$ cat config.mk
export PLATFORM = sky130hd
export DESIGN_NAME = pipeline_register
export DESIGN_NICKNAME = d
export VERILOG_FILES = /design/src/rtl/pipeline_register.sv
export SDC_FILE = /design/constraint.sdc
export NUM_CORES = 1
export LEC_CHECK = 0
export BUFFER_PORTS_ARGS = -buffer_cell sky130_fd_sc_hd__buf_2
export CORE_ASPECT_RATIO = 1.75
export CORE_MARGIN = 1.5
export CORE_UTILIZATION = 50
export DETAILED_ROUTE_END_ITERATION = 12
export HOLD_SLACK_MARGIN = 0.12
export PLACE_DENSITY = 0.75
export SLEW_MARGIN = 20
export SYNTH_ARGS = -nofsm -noshare
export SYNTH_HDL_FRONTEND = slang
export SYNTH_SLANG_ARGS = --single-unit
$ cat constraint.sdc
create_clock -name I_CLK -period 4 [get_ports I_CLK]
set_clock_uncertainty 0.1 [all_clocks]
set_input_delay 0.4 -clock I_CLK [delete_from_list [all_inputs] [get_ports I_CLK]]
set_output_delay 0.4 -clock I_CLK [all_outputs]
set_load 0.1 [all_outputs]
$ cat src/rtl/pipeline_register.sv
// pipeline_register: a chain of P_STAGES valid/ready data registers.
// Each stage accepts a word when it is empty or its downstream neighbour is
// moving, so bubbles collapse. Supports a synchronous flush and an occupancy
// count.
// Optional feature: define PIPELINE_REGISTER_SKID_EN to add a one-entry skid
// buffer at the input. This makes O_READY come from a flop instead of the
// combinational ready chain.
module pipeline_register #(
  parameter int P_WIDTH  = 16,
  parameter int P_STAGES = 2
) (
  input  logic                          I_CLK,
  input  logic                          I_RESET,
  input  logic                          I_FLUSH,
  input  logic                          I_VALID,
  output logic                          O_READY,
  input  logic [P_WIDTH-1:0]            I_DATA,
  output logic                          O_VALID,
  input  logic                          I_READY,
  output logic [P_WIDTH-1:0]            O_DATA,
  output logic [$clog2(P_STAGES+2)-1:0] O_COUNT
);

  localparam int CW = $clog2(P_STAGES+2);

  logic [P_STAGES-1:0] vld_q;
  logic [P_STAGES-1:0] vld_d;
  logic [P_WIDTH-1:0]  data_q [P_STAGES];

  // rdy[k]: stage k can take a word this cycle (the end of the chain is I_READY)
  logic [P_STAGES-1:0] rdy;

  // What each stage would load: stage 0 from the input side, others from k-1
  logic [P_STAGES-1:0] stg_src_vld;
  logic [P_WIDTH-1:0]  stg_src_data [P_STAGES];

  // Input-side word presented to stage 0 (skid contents or I_DATA)
  logic               src_vld;
  logic [P_WIDTH-1:0] src_data;

  logic          xfer_in;
  logic          xfer_out;
  logic [CW-1:0] count_q;
  logic [CW-1:0] count_d;

  // Ready ripples back from the output: a stage is ready if empty or if the next one is ready
  always_comb begin : ready_chain
    logic r;
    r   = I_READY;
    rdy = '0;
    for (int k = P_STAGES - 1; k >= 0; k--) begin
      r      = ~vld_q[k] | r;
      rdy[k] = r;
    end
  end

`ifdef PIPELINE_REGISTER_SKID_EN
  logic               skid_vld_q;
  logic               skid_vld_d;
  logic [P_WIDTH-1:0] skid_data_q;
  logic [P_WIDTH-1:0] skid_data_d;

  // Ready depends only on skid occupancy, so no combinational path from I_READY
  assign O_READY  = ~skid_vld_q & ~I_RESET;
  assign xfer_in  = I_VALID & O_READY;
  // A held skid word has priority; otherwise the input bypasses straight into stage 0
  assign src_vld  = skid_vld_q | xfer_in;
  assign src_data = skid_vld_q ? skid_data_q : I_DATA;

  // Park an accepted word when stage 0 is blocked; release it when stage 0 frees up
  always_comb begin
    skid_vld_d  = skid_vld_q;
    skid_data_d = skid_data_q;
    if (I_FLUSH) begin
      skid_vld_d = 1'b0;
    end else if (skid_vld_q) begin
      if (rdy[0]) skid_vld_d = 1'b0;
    end else if (xfer_in && !rdy[0]) begin
      skid_vld_d  = 1'b1;
      skid_data_d = I_DATA;
    end
  end

  // Skid buffer state
  always_ff @(posedge I_CLK or posedge I_RESET) begin
    if (I_RESET) begin
      skid_vld_q  <= 1'b0;
      skid_data_q <= '0;
    end else begin
      skid_vld_q  <= skid_vld_d;
      skid_data_q <= skid_data_d;
    end
  end
`else
  // Without a skid the input sees the full combinational ready chain
  assign O_READY  = rdy[0] & ~I_RESET;
  assign xfer_in  = I_VALID & O_READY;
  assign src_vld  = xfer_in;
  assign src_data = I_DATA;
`endif

  // Per-stage source selection and next valid bit
  for (genvar gi = 0; gi < P_STAGES; gi++) begin : g_stage
    if (gi == 0) begin : g_head
      assign stg_src_vld[gi]  = src_vld;
      assign stg_src_data[gi] = src_data;
    end else begin : g_body
      assign stg_src_vld[gi]  = vld_q[gi-1];
      assign stg_src_data[gi] = data_q[gi-1];
    end
    // A ready stage takes whatever its source offers; a full ready stage has
    // already handed its word on, so overwriting the bit is safe
    assign vld_d[gi] = I_FLUSH ? 1'b0 : (rdy[gi] ? stg_src_vld[gi] : vld_q[gi]);
  end

  // Stage valid bits
  always_ff @(posedge I_CLK or posedge I_RESET) begin
    if (I_RESET) begin
      vld_q <= '0;
    end else begin
      vld_q <= vld_d;
    end
  end

  // Stage data: loaded only on a real move, empty stages keep stale data
  always_ff @(posedge I_CLK or posedge I_RESET) begin
    if (I_RESET) begin
      for (int k = 0; k < P_STAGES; k++) data_q[k] <= '0;
    end else begin
      for (int k = 0; k < P_STAGES; k++) begin
        if (rdy[k] && stg_src_vld[k]) data_q[k] <= stg_src_data[k];
      end
    end
  end

  assign xfer_out = vld_q[P_STAGES-1] & I_READY;

  // Occupancy follows accepted minus emitted words; flush empties everything
  always_comb begin
    count_d = count_q;
    if (I_FLUSH) begin
      count_d = '0;
    end else if (xfer_in && !xfer_out) begin
      count_d = count_q + CW'(1);
    end else if (xfer_out && !xfer_in) begin
      count_d = count_q - CW'(1);
    end
  end

  // Occupancy counter
  always_ff @(posedge I_CLK or posedge I_RESET) begin
    if (I_RESET) begin
      count_q <= '0;
    end else begin
      count_q <= count_d;
    end
  end

  assign O_VALID = vld_q[P_STAGES-1];
  assign O_DATA  = data_q[P_STAGES-1];
  assign O_COUNT = count_q;

endmodule

* After elaboration in Yosys (flattened, before gate mapping)
Index checks and enable logic that the tools add are counted.
** Storage, ports and cells
- Register bits after elaboration :: 36
- Bits of input ports :: 21
- Output and inout port bits :: 20
- Word-level logic and storage cells :: 31
** Cells by class
- $add $sub $neg :: 2
- Multiplexer cells :: 7
- Bitwise logic cells :: 8
- Reduce and logical (&&, ||, !) cells :: 9
** Operator list (number)
- two-way mux 2 bit :: 3
- logical AND 1 bit :: 4
- two-way mux 1 bit :: 4
- nonzero test 2 bit :: 2
- AND 1 bit :: 3
- NOT 1 bit :: 3
- nonzero test 3 bit :: 1
- adder 2 x 1 -> 2 bit, second input constant :: 1
- logical NOT 1 bit :: 2
- bitwise OR 1 bit :: 2
- subtractor 2 x 1 -> 2 bit, second input constant :: 1

* Depth between registers and ports, before layout
Gate-level depths: netlist (run 1).
- Word-level depth :: 10
- Mapped depth :: 4
- Depth with buffers taken out :: 3

* Worst setup path before layout (run 1)
Ideal clock, no wire load.
- Path kind :: in2out
- Start :: input I_RESET
- End :: output O_READY
- Arrival time :: 1807 ps
- Setup slack :: 1693 ps
- Stages on the path :: 2
- Buffers on the path :: 0
- Cell sequence :: inv_1 -> and2_2
** Between the ends
- Word-level cells in the longest chain between the ends :: 2
** RTL lines
- start: declaration :: RTL line 13 : input logic I_RESET,
- NOT 1 bit :: RTL line 96 : assign O_READY = rdy[0] & ~I_RESET;
- AND 1 bit :: RTL line 96
- end: declaration :: RTL line 16 : output logic O_READY,
No other way between the ends.

* Final worst setup path (run 1)
- Start :: register vld_q[0]
- End :: output O_READY
** Between the ends
- Word-level cells in the longest chain between the ends :: 3
** RTL lines
- start: declaration :: RTL line 26 : logic [P_STAGES-1:0] vld_q;
- start signal: assignment :: RTL line 121 : vld_q <= vld_d;
- NOT 1 bit :: RTL line 52 : r = ~vld_q[k] | r;
- bitwise OR 1 bit :: RTL line 52
- AND 1 bit :: RTL line 96
No other way between the ends.

==> key figures, run 1 <==
Global routing
  – GRT Overall Usage: between 10% and 20%
  – Antenna violations before repair: 0
  – Largest net degree at the start of global routing: 37
  – Grt ovf: 0
  – Vias in the first global route: 933
  – First-pass GRT wire length: approximately 4100 um

Critical path
  – Setup CP Type: reg -> out
  – Delay-heaviest family, CP: flip-flops
  – Crit path required time: around 3.5 ns
  – Crit start category: flip-flop
  – CP Max Fanout: 5
  – Data arrival, critical path: 1.45 ns
  – Slowest CP cell: dfrtp_1
  – Max stage delay on crit path: 0.46 ns
  – Buf/Inv on CP: 1
  – Critical-path cell list: nand3b_4, and2_2, buf_2
  – Critical path endpoint category: primary output

Final layout
  – Area grow syn2layout: 13.6%
  – Reg area: ~900 um^2
  – ANT cells: 0
  – # fillers: 286
  – Util after Layout: roughly 60%
  – Area taken by multi-input logic gates: 602 um^2
  – Layout net count: 160
  – Layout cells sized above 1: 63.6%
  – Commonest non-fill, non-tap cell in the layout: buf_2
  – Most frequent cells in the layout: buf_2 (40), dfrtp_1 (36), mux2_4 (20)

Placed design
  – GPL Wtd Cong: between 0.6 and 0.7
  – I/O Buffers: 40
  – Hpwl dp: 1780 um
  – Placement Setup Slack: 2.20 ns

Timing
  – Shortest period the worst path allows: 1.95 ns
  – Max Freq: ~500 MHz
  – Slew Limit Fails: 0
  – Worst Tran Pin Value: between 0.6 and 0.7 ns
  – Final worst path period share: 48.7%
  – Max-slew headroom: ~56%
  – Setup TNS: 0 ns
  – Hold Fails Final Rpt: 0
  – Final Setup Violations: 0
  – RSZ-0062 raised after global routing: false
  – PnR worst setup slack: a little over 2 ns

Clock tree
  – Post-CTS Setup Bufs: 0
  – Post-cts resize count: 0
  – Clock Latency Late Sink: between 0.2 and 0.3 ns
  – H-Tree Depth: 2
  – CTS Buf Count: 5
  – CTS tree: built
  – CTS sink count: 36
  – Clk root buf: clkbuf_8
  – CTS Buffer Depth: 2
  – Hold Buf Count CTS: 0
  – Clock Pin Slew Worst Setup and Hold Paths: around 0.07 ns

Detailed routing
  – Routed Wire Length: 2480 um
  – Remaining DRCs: 0
  – Pre-antenna DRT Iters: 2
  – DR iter-0 viols: 5
  – Avg WL per Cell: 13.6 um
  – Antenna viol nets, final: 0
  – Vias per std cell: 5.01
  – Vias: a little over 900

Floorplanning
  – Die width: 46.7 um
  – Standard-cell row count: 27
  – Starting Density: between 50% and 60%
  – I/O pin count: slightly above 40
  – Die area: 3720 um^2
  – Core box area: 3180 um^2
  – Die Ht: 79.5 um

Yosys
  – Mapped cell area: 1670 um^2
  – Warning count from the yosys run: 0
  – Post-Synthesis Cells: around 110
  – Synth top area cells: dfrtp_1 (54%), mux2_4 (18%), mux2_2 (8.7%)
  – Register area share after synthesis: 53.8%
  – Yosys top cell by area: dfrtp_1
  – Syn_nets: 130
  – Area share of the largest cell type after synthesis: 53.8%
  – Post-Syn Area per Cell: 15.4 um^2
  – Synth Register Bits: 36
  – Number of library cell types mapped by synthesis: 24

Pwr
  – Peak VDD IR: 0.374 mV
  – Pleak: 0.000991 uW
  – Cell Pwr Density: 726 nW/um^2

Outcome
  – Status: complete, no violations

Hold path
  – Hold WC Path Type: in -> async

Job
  – Max_cap viols: 0
-- Yosys cell counts --
master and count:
dfrtp_1 36, mux2_4 20, buf_4 16, mux2_2 13
a21oi_1 2, buf_12 2, inv_1 2, nor2_1 2
a211oi_1 1, a21boi_0 1, a22oi_1 1, and2_2 1
and2b_2 1, and3b_1 1, and3b_2 1, inv_2 1
nand2_4 1, nand2b_1 1, nand3b_4 1, nor2b_1 1
nor3b_1 1, o211ai_1 1, o21ai_0 1, o21ai_4 1
-- flip-flops by register name, indices dropped and copies added (netlist names) --
signal,flops
O_COUNT,2
O_DATA,16
data_q,16
vld_q,2
-- worst reg2reg max path: stages, from the launching register on --
cell     delay, ns
dfrtp_1       0.47
inv_2         0.07
o21ai_4       0.55
mux2_2        0.42
-- worst paths after layout --
check	startpoint	endpoint	slack, ns	cells past startpoint
max	vld_q[0]	O_READY	2.05	3
min	I_RESET	O_COUNT[0]	0.16	3
max reg2reg	vld_q[1]	O_DATA[11]	2.28	3
min reg2reg	data_q[30]	data_q[30]	0.41	1
max in group asynchronous	I_RESET	O_DATA[1]	3.33	3
min in group I_CLK	I_FLUSH	vld_q[0]	0.24	2
-- layer usage --
| layer | wire (um) | GRT usage, % | part of all wire [%] | vias up |
|---|---|---|---|---|
| met1 | 1060 | 18.9 | 42 | 462 |
| met5 | 0 | 0 | 0 | - |
| met3 | 144 | 5.66 | 5.8 | 5 |
| li1 | - | - | - | 419 |
| met2 | 1240 | 24.2 | 50 | 30 |
| met4 | 40 | 6.67 | 1.6 | 0 |
-- kinds of logic (layout without fill, tap and decap cells) --
kind of cell    after synthesis  after routing  synth area share, %
compound gates                8              8                 3.66
buf+inv                      21             52                 10.2
flops                        36             36                 53.8
mux                          33             33                 26.7
simple gates                 11             11                 5.61
-- power breakdown --
part           leakage [uW]  internal, uW  switching (uW)
logic              0.000494           128             435
clock network     0.0000645           220             121
registers          0.000432           438            40.1
total              0.000991           786             596
-- cell type report --
class / instances / share of cell area (%)
inverters: 3 / 0.592
clock buffers: 7 / 5.07
well taps: 43 / 2.83
clock inverters: 1 / 1.58
multi-input cells: 52 / 31.6
flip-flops and latches: 36 / 47.4
repair buffers: 41 / 10.9
-- metrics by stage --
step	std cells	area (um^2)	power (uW)	hold WS, ns
after CTS	183	1900	1400	0.181
after global routing	183	1900	1440	0.212
after detailed placement	175	1780	1050	0.394
after floorplan	109	1670	1040	0.363
after global placement	175	1780	1040	0.383
final	183	1900	1380	0.161
Note: power is estimated with default switching activity, not from simulation.
==> run 2, diff against run 1 <==
Settings changed: ABC_AREA set to 1, CORE_UTILIZATION 50 to 46, PLACE_DENSITY 0.75 to 0.74.
Clock period 4 ns to 1.75 ns, I/O delays scaled along.
==> run 2 against run 1 <==
  * Setup slack worse by 1.9 ns
  * Core utilization rose by 0.97 points
  * Via count up 25%
  * Sequential cell count unchanged
  * Cell count is 42% higher
  * Worst hold slack got worse by 0.0083 ns
  * Sequential power is 110% higher
  * Sequential share of layout area fell by 3.3 points
  * Combinational power rose by 78%
  * Register-to-register slack got worse by 1.9 ns
  * First-iteration DRC count rose to 4.0 times the previous value
  * Critical path type unchanged
==> key figures, run 2 <==
Outcome
  – Status: complete, no violations

Final layout
  – Layout cells sized above 1: 32.2%
  – ANT cells: 0
  – Area taken by multi-input logic gates: roughly 460 um^2
  – Layout net count: roughly 230
  – Commonest non-fill, non-tap cell in the layout: nand2_1
  – # fillers: 319
  – Most frequent cells in the layout: nand2_1 (50), buf_2 (40), dfrtp_1 (35)
  – Fin area: 2050 um^2
  – Finished Layout Cells: 259
  – Area grow syn2layout: 28.1%
  – Reg area: ~900 um^2

Yosys
  – Post-Syn Area per Cell: 9.63 um^2
  – Synth Register Bits: 36
  – Area share of the largest cell type after synthesis: 56.4%
  – Post-synth ARST share: between 90% and 100%
  – Number of library cell types mapped by synthesis: 20
  – Ys flop type: dfrtp_1
  – Mapped cell area: 1600 um^2
  – Yosys top cell by area: dfrtp_1
  – Number of synthesized flops with an enable pin: 0
  – Count leader, synth: nand2_1
  – Synth cell count leaders: nand2_1 (51), dfrtp_1 (36), inv_1 (19), o21ai_0 (19), buf_4 (16)
  – Register area share after synthesis: 56.4%
  – Post-Synthesis Cells: 166
  – Synth top area cells: dfrtp_1 (56%), nand2_1 (12%), buf_4 (7.5%)
  – Syn_nets: 187
  – Warning count from the yosys run: 0

Critical path
  – Delay-heaviest family, CP: buffers and inverters
  – Crit path required time: around 1.5 ns
  – Critical path endpoint category: primary output
  – CP Max Fanout: 4
  – Data arrival, critical path: 1.37 ns
  – Max stage delay on crit path: 0.43 ns
  – Critical-path cell list: nand3_4, nand2_2, clkinvlp_4, buf_2
  – Crit start category: flip-flop
  – Slowest CP cell: dfrtp_1
  – Buf/Inv on CP: 2
  – Setup CP Type: reg -> out

Detailed routing
  – Pre-antenna DRT Iters: 4
  – Avg WL per Cell: 10.8 um
  – DR iter-0 viols: 20
  – Vias per std cell: 4.42
  – Remaining DRCs: 0
  – Antenna viol nets, final: 0
  – Vias: roughly 1,100
  – Routed Wire Length: roughly 2800 um

Pwr
  – Sw power: 1140 uW
  – Pleak: 0.00107 uW
  – Comb pwr share: a little over a third
  – Sw frac: 40.9%
  – Clk pwr share: roughly 28%
  – Peak VDD IR: 0.784 mV
  – Cell internal pwr: 1650 uW
  – Seq pwr share: 36.6%
  – Cell Pwr Density: 1370 nW/um^2

Timing
  – PnR worst setup slack: 0.104 ns
  – Slew Limit Fails: 0
  – Final worst path period share: 94.1%
  – Worst Tran Pin Value: roughly 0.5 ns
  – Max Freq: 607 MHz
  – Shortest period the worst path allows: approximately 1.6 ns
  – Hold Fails Final Rpt: 0
  – Setup TNS: 0 ns
  – Final Setup Violations: 0
  – RSZ-0062 raised after global routing: false
  – Max-slew headroom: 66.8%

Placed design
  – GPL Wtd Cong: between 0.8 and 0.9
  – Hpwl dp: 1920 um
  – Cell Area, Placed: 1740 um^2
  – Placement Setup Slack: 0.356 ns
  – Placed Cells incl. Taps: approximately 230
  – I/O Buffers: 40

Global routing
  – Vias in the first global route: 1,110
  – GRT Overall Usage: approximately 17%
  – First-pass GRT wire length: 4710 um
  – Grt ovf: 0
  – Largest net degree at the start of global routing: 37
  – Antenna violations before repair: 0

Clock tree
  – CTS Buf Count: 5
  – Post-CTS Setup Bufs: 0
  – CTS Buffer Depth: 2
  – H-Tree Depth: 2
  – CTS sink count: 36
  – Hold Buf Count CTS: 18
  – Post-cts resize count: 0
  – Clk root buf: clkbuf_8
  – Clock Latency Late Sink: roughly 0.28 ns
  – Clock Pin Slew Worst Setup and Hold Paths: 0.07 ns
  – CTS tree: built

Floorplanning
  – Die area: 3850 um^2
  – Die Ht: 81.0 um
  – Core box area: 3360 um^2
  – Standard-cell row count: 28
  – I/O pin count: 41
  – Die width: about 48 um
  – Starting Density: 47.5%

Hold path
  – Hold WC Path Type: in -> reg

Job
  – Max_cap viols: 0
run 2: cell count changes after synthesis, moves of 2 or more:
cell,delta
nand2_1,+51
o21ai_0,+18
mux2_4,-20
buf_2,+2
mux2_2,-9
o21ai_2,+6
inv_1,+17
buf_12,-2
nand3_4,+2
run 2: worst reg2reg max path, stage by stage (launching register included):
cell	delay (ns)
dfrtp_1	0.43
nand3_4	0.13
nand3_4	0.11
inv_2	0.25
buf_12	0.18
o21ai_0	0.08
run 2: per-stage QoR:
step / power (uW) / util, % / hold slack (ns)
floorplan: 1980 / - / 0.0563
global placement: 2000 / 51.7 / 0.284
detailed placement: 2020 / 51.7 / 0.282
CTS: 2830 / 60.9 / 0.144
global route: 2920 / 60.9 / 0.182
finish: 2800 / 60.9 / 0.152
run 2: cells by family after synthesis:
logic type	after synthesis	share of synthesized area [%]
flops	36	56.4
compound gates	26	9.55
xor+xnor	1	0.548
buf+inv	41	14.7
mux	4	2.82
simple gates	58	16.0
run 2: routing by layer:
metal	routed length, um	GRT usage [%]	vias up
li1	-	-	589
met3	105	4.00	5
met2	1470	28.0	29
met4	51	8.92	0
met1	1160	20.6	522
met5	0	0	-
run 2: final cells by class:
| cell class | instances | area share, % |
|---|---|---|
| flip-flops and latches | 36 | 44.1 |
| multi-input cells | 89 | 22.7 |
| repair buffers | 61 | 20.3 |
| clock buffers | 7 | 4.71 |
| inverters | 20 | 4.03 |
| well taps | 45 | 2.75 |
| clock inverters | 1 | 1.47 |
run 2: power by group through the flow:
stage | combinational [uW] | clock (uW) | sequential (uW)
finish | 1000 | 774 | 1020
global route | 1060 | 823 | 1040
CTS | 1010 | 799 | 1030
detailed placement | 973 | 0 | 1040
global placement | 967 | 0 | 1040
floorplan | 915 | 0 | 1060
run 2: path summary, 6_finish.rpt:
path                            from    endpoint  slack, ns  cells past startpoint
max reg2reg                 vld_q[0]  data_q[25]       0.36                      5
max                         vld_q[0]     O_READY       0.10                      4
max in group asynchronous    I_RESET    vld_q[1]       0.66                      4
min                          I_READY    vld_q[1]       0.15                      4
min in group asynchronous    I_RESET  O_DATA[14]       0.56                      4
min reg2reg                O_DATA[3]   O_DATA[3]       0.38                      2
==> run 3, diff against run 2 <==
Settings changed: CORE_UTILIZATION 46 to 49, CTS_BUF_LIST set to sky130_fd_sc_hd__clkbuf_8, GPL_TIMING_DRIVEN set to 0, PLACE_DENSITY 0.74 to 0.78.
==> run 3 against run 2 <==
  * Total power down 3.9%
  * Cell count is 6.6% higher
  * Register-to-register slack got worse by 0.07 ns
  * Highest routed layer unchanged
  * Largest power group is now combinational cells
  * Combinational power is 12% higher
  * Sequential power about the same
==> key figures, run 3 (synthesized netlist as in run 2, its figures left out) <==
Outcome
  – Status: complete, no violations

Detailed routing
  – Pre-antenna DRT Iters: 4
  – Routed Wire Length: around 3400 um
  – Vias per std cell: 4.56
  – Remaining DRCs: 0
  – Avg WL per Cell: 12.3 um
  – Vias: 1,259
  – DR iter-0 viols: 25
  – Antenna viol nets, final: 0

Global routing
  – Grt ovf: 0
  – Antenna violations before repair: 0
  – Largest net degree at the start of global routing: 20
  – Met3 Use GR: 4.83%
  – Vias in the first global route: between 1,000 and 1,500
  – GRT met2 Usage: 41.3%
  – M1 GR Usage: 23.7%
  – GRT Overall Usage: a little under a quarter
  – First-pass GRT wire length: 5890 um
  – GR peak layer: met2

Timing
  – RSZ-0062 raised after global routing: false
  – Slew Limit Fails: 0
  – Max Freq: 598 MHz
  – Final Setup Violations: 0
  – Hold Fails Final Rpt: 0
  – Shortest period the worst path allows: 1.67 ns
  – Setup TNS: 0 ns
  – Max-slew headroom: between 40% and 50%
  – Worst Tran Pin Value: 0.868 ns
  – Final worst path period share: 95.6%

Critical path
  – Crit path required time: about 1.5 ns
  – CP Max Fanout: 4
  – End of the worst register-to-register path: O_DATA[3]
  – Crit start category: flip-flop
  – Data arrival, critical path: between 1 and 1.5 ns
  – Worst R2R Setup Slack: 0.29 ns
  – Critical path capture point: O_READY
  – Reg2Reg Depth: 4
  – Critical path startpoint: vld_q[0]
  – Worst r2r src: vld_q[1]
  – Critical path endpoint category: primary output
  – Setup CP Type: reg -> out

Clock tree
  – Clk root buf: clkbuf_8
  – CTS sink count: 36
  – Post-cts resize count: 0
  – H-Tree Depth: 2
  – CTS Buf Count: 5
  – Post-CTS Setup Bufs: 0
  – Clock Latency Late Sink: between 0.2 and 0.3 ns
  – CTS tree: built
  – Clock Pin Slew Worst Setup and Hold Paths: 0.06 ns
  – CTS Buffer Depth: 2

Pwr
  – Cell Pwr Density: approximately 1300 nW/um^2
  – Peak VDD IR: approximately 0.84 mV
  – Pleak: 0.00114 uW

Floorplanning
  – Starting Density: 50.9%
  – Standard-cell row count: 27
  – I/O pin count: 41
  – Die area: between 3000 and 4000 um^2
  – Core box area: 3140 um^2
  – Die width: 46.2 um
  – Die Ht: between 70 and 80 um

Placed design
  – Hpwl dp: 2260 um
  – I/O Buffers: 40
  – GPL Wtd Cong: about 0.73
  – Placed Cells incl. Taps: 249

Final layout
  – ANT cells: 0
  – Finished Layout Cells: 276
  – Commonest non-fill, non-tap cell in the layout: nand2_1
  – Area grow syn2layout: 33.7%
  – Most frequent cells in the layout: nand2_1 (50), buf_2 (42), dfrtp_1 (35)
  – Layout net count: ~250
  – Layout cells sized above 1: 36.5%

Hold path
  – Hold WC Path Type: in -> reg

Job
  – Max_cap viols: 0
[run 3: cell types whose count changed in the layout (fill, tap and decap cells not counted), sizes merged]
cell | before | now
buf | 43 | 60
bufinv | 1 | 0
clkbuf | 7 | 6
clkinv | 0 | 1
clkinvlp | 2 | 3
dlygate4sd3 | 18 | 19
inv | 18 | 19
[run 3: power by group]
group | internal (uW) | switching (uW)
Sequential | 965 | 64.7
Combinational | 280 | 845
Clock | 264 | 270
[run 3: area by class of cell]
| type | count | area (um^2) |
|---|---|---|
| tap | 43 | 53.8 |
| timing repair inverter | 1 | 5.00 |
| clock inverter | 2 | 8.76 |
| sequential | 36 | 902 |
| inverter | 20 | 82.6 |
| clock buffer | 5 | 68.8 |
| fill | 249 | 1010 |
| buffer | 21 | 160 |
| timing repair buffer | 59 | 390 |
| multi-input combinational | 89 | 464 |
[run 3: how the worst min path moves through the flow]
stage	endpoint	cells past startpoint	slack [ns]	startpoint
global route	vld_q[1]	4	0.19	I_READY
floorplan	O_COUNT[0]	1	0.06	I_RESET
global placement	O_DATA[9]	2	0.27	I_RESET
detailed placement	O_DATA[8]	2	0.26	I_RESET
finish	vld_q[1]	4	0.17	I_READY
CTS	vld_q[1]	4	0.16	I_READY
[run 3: worst max-delay path: stages (launching register included)]
cell	delay (ns)
dfrtp_1	0.44
nand3_4	0.13
nand2_2	0.07
clkinvlp_4	0.06
buf_2	0.41
[run 3: timing repair]
item | in CTS | in global routing
endpoints found under the hold margin | 56 | 0
hold buffers | 19 | 0
endpoints found under the setup margin | 4 | 0
[run 3: layer usage]
metal	vias to the layer above	share of wire (%)
li1	629	-
met1	598	38
met2	27	57
met3	5	2.9
met4	0	2.1
met5	-	0
[run 3: stage by stage]
step	total power (uW)	setup slack, ns	util [%]	hold slack, ns	area, um^2
final	2690	0.0773	68.0	0.171	2140
after global routing	2810	0.0304	68.0	0.192	2140
after CTS	2710	0.0826	68.0	0.156	2140
after detailed placement	2140	-0.333	59.3	0.262	1860
after global placement	2110	-0.307	59.3	0.267	1860
after floorplan	1980	0.0459	-	0.0563	1610
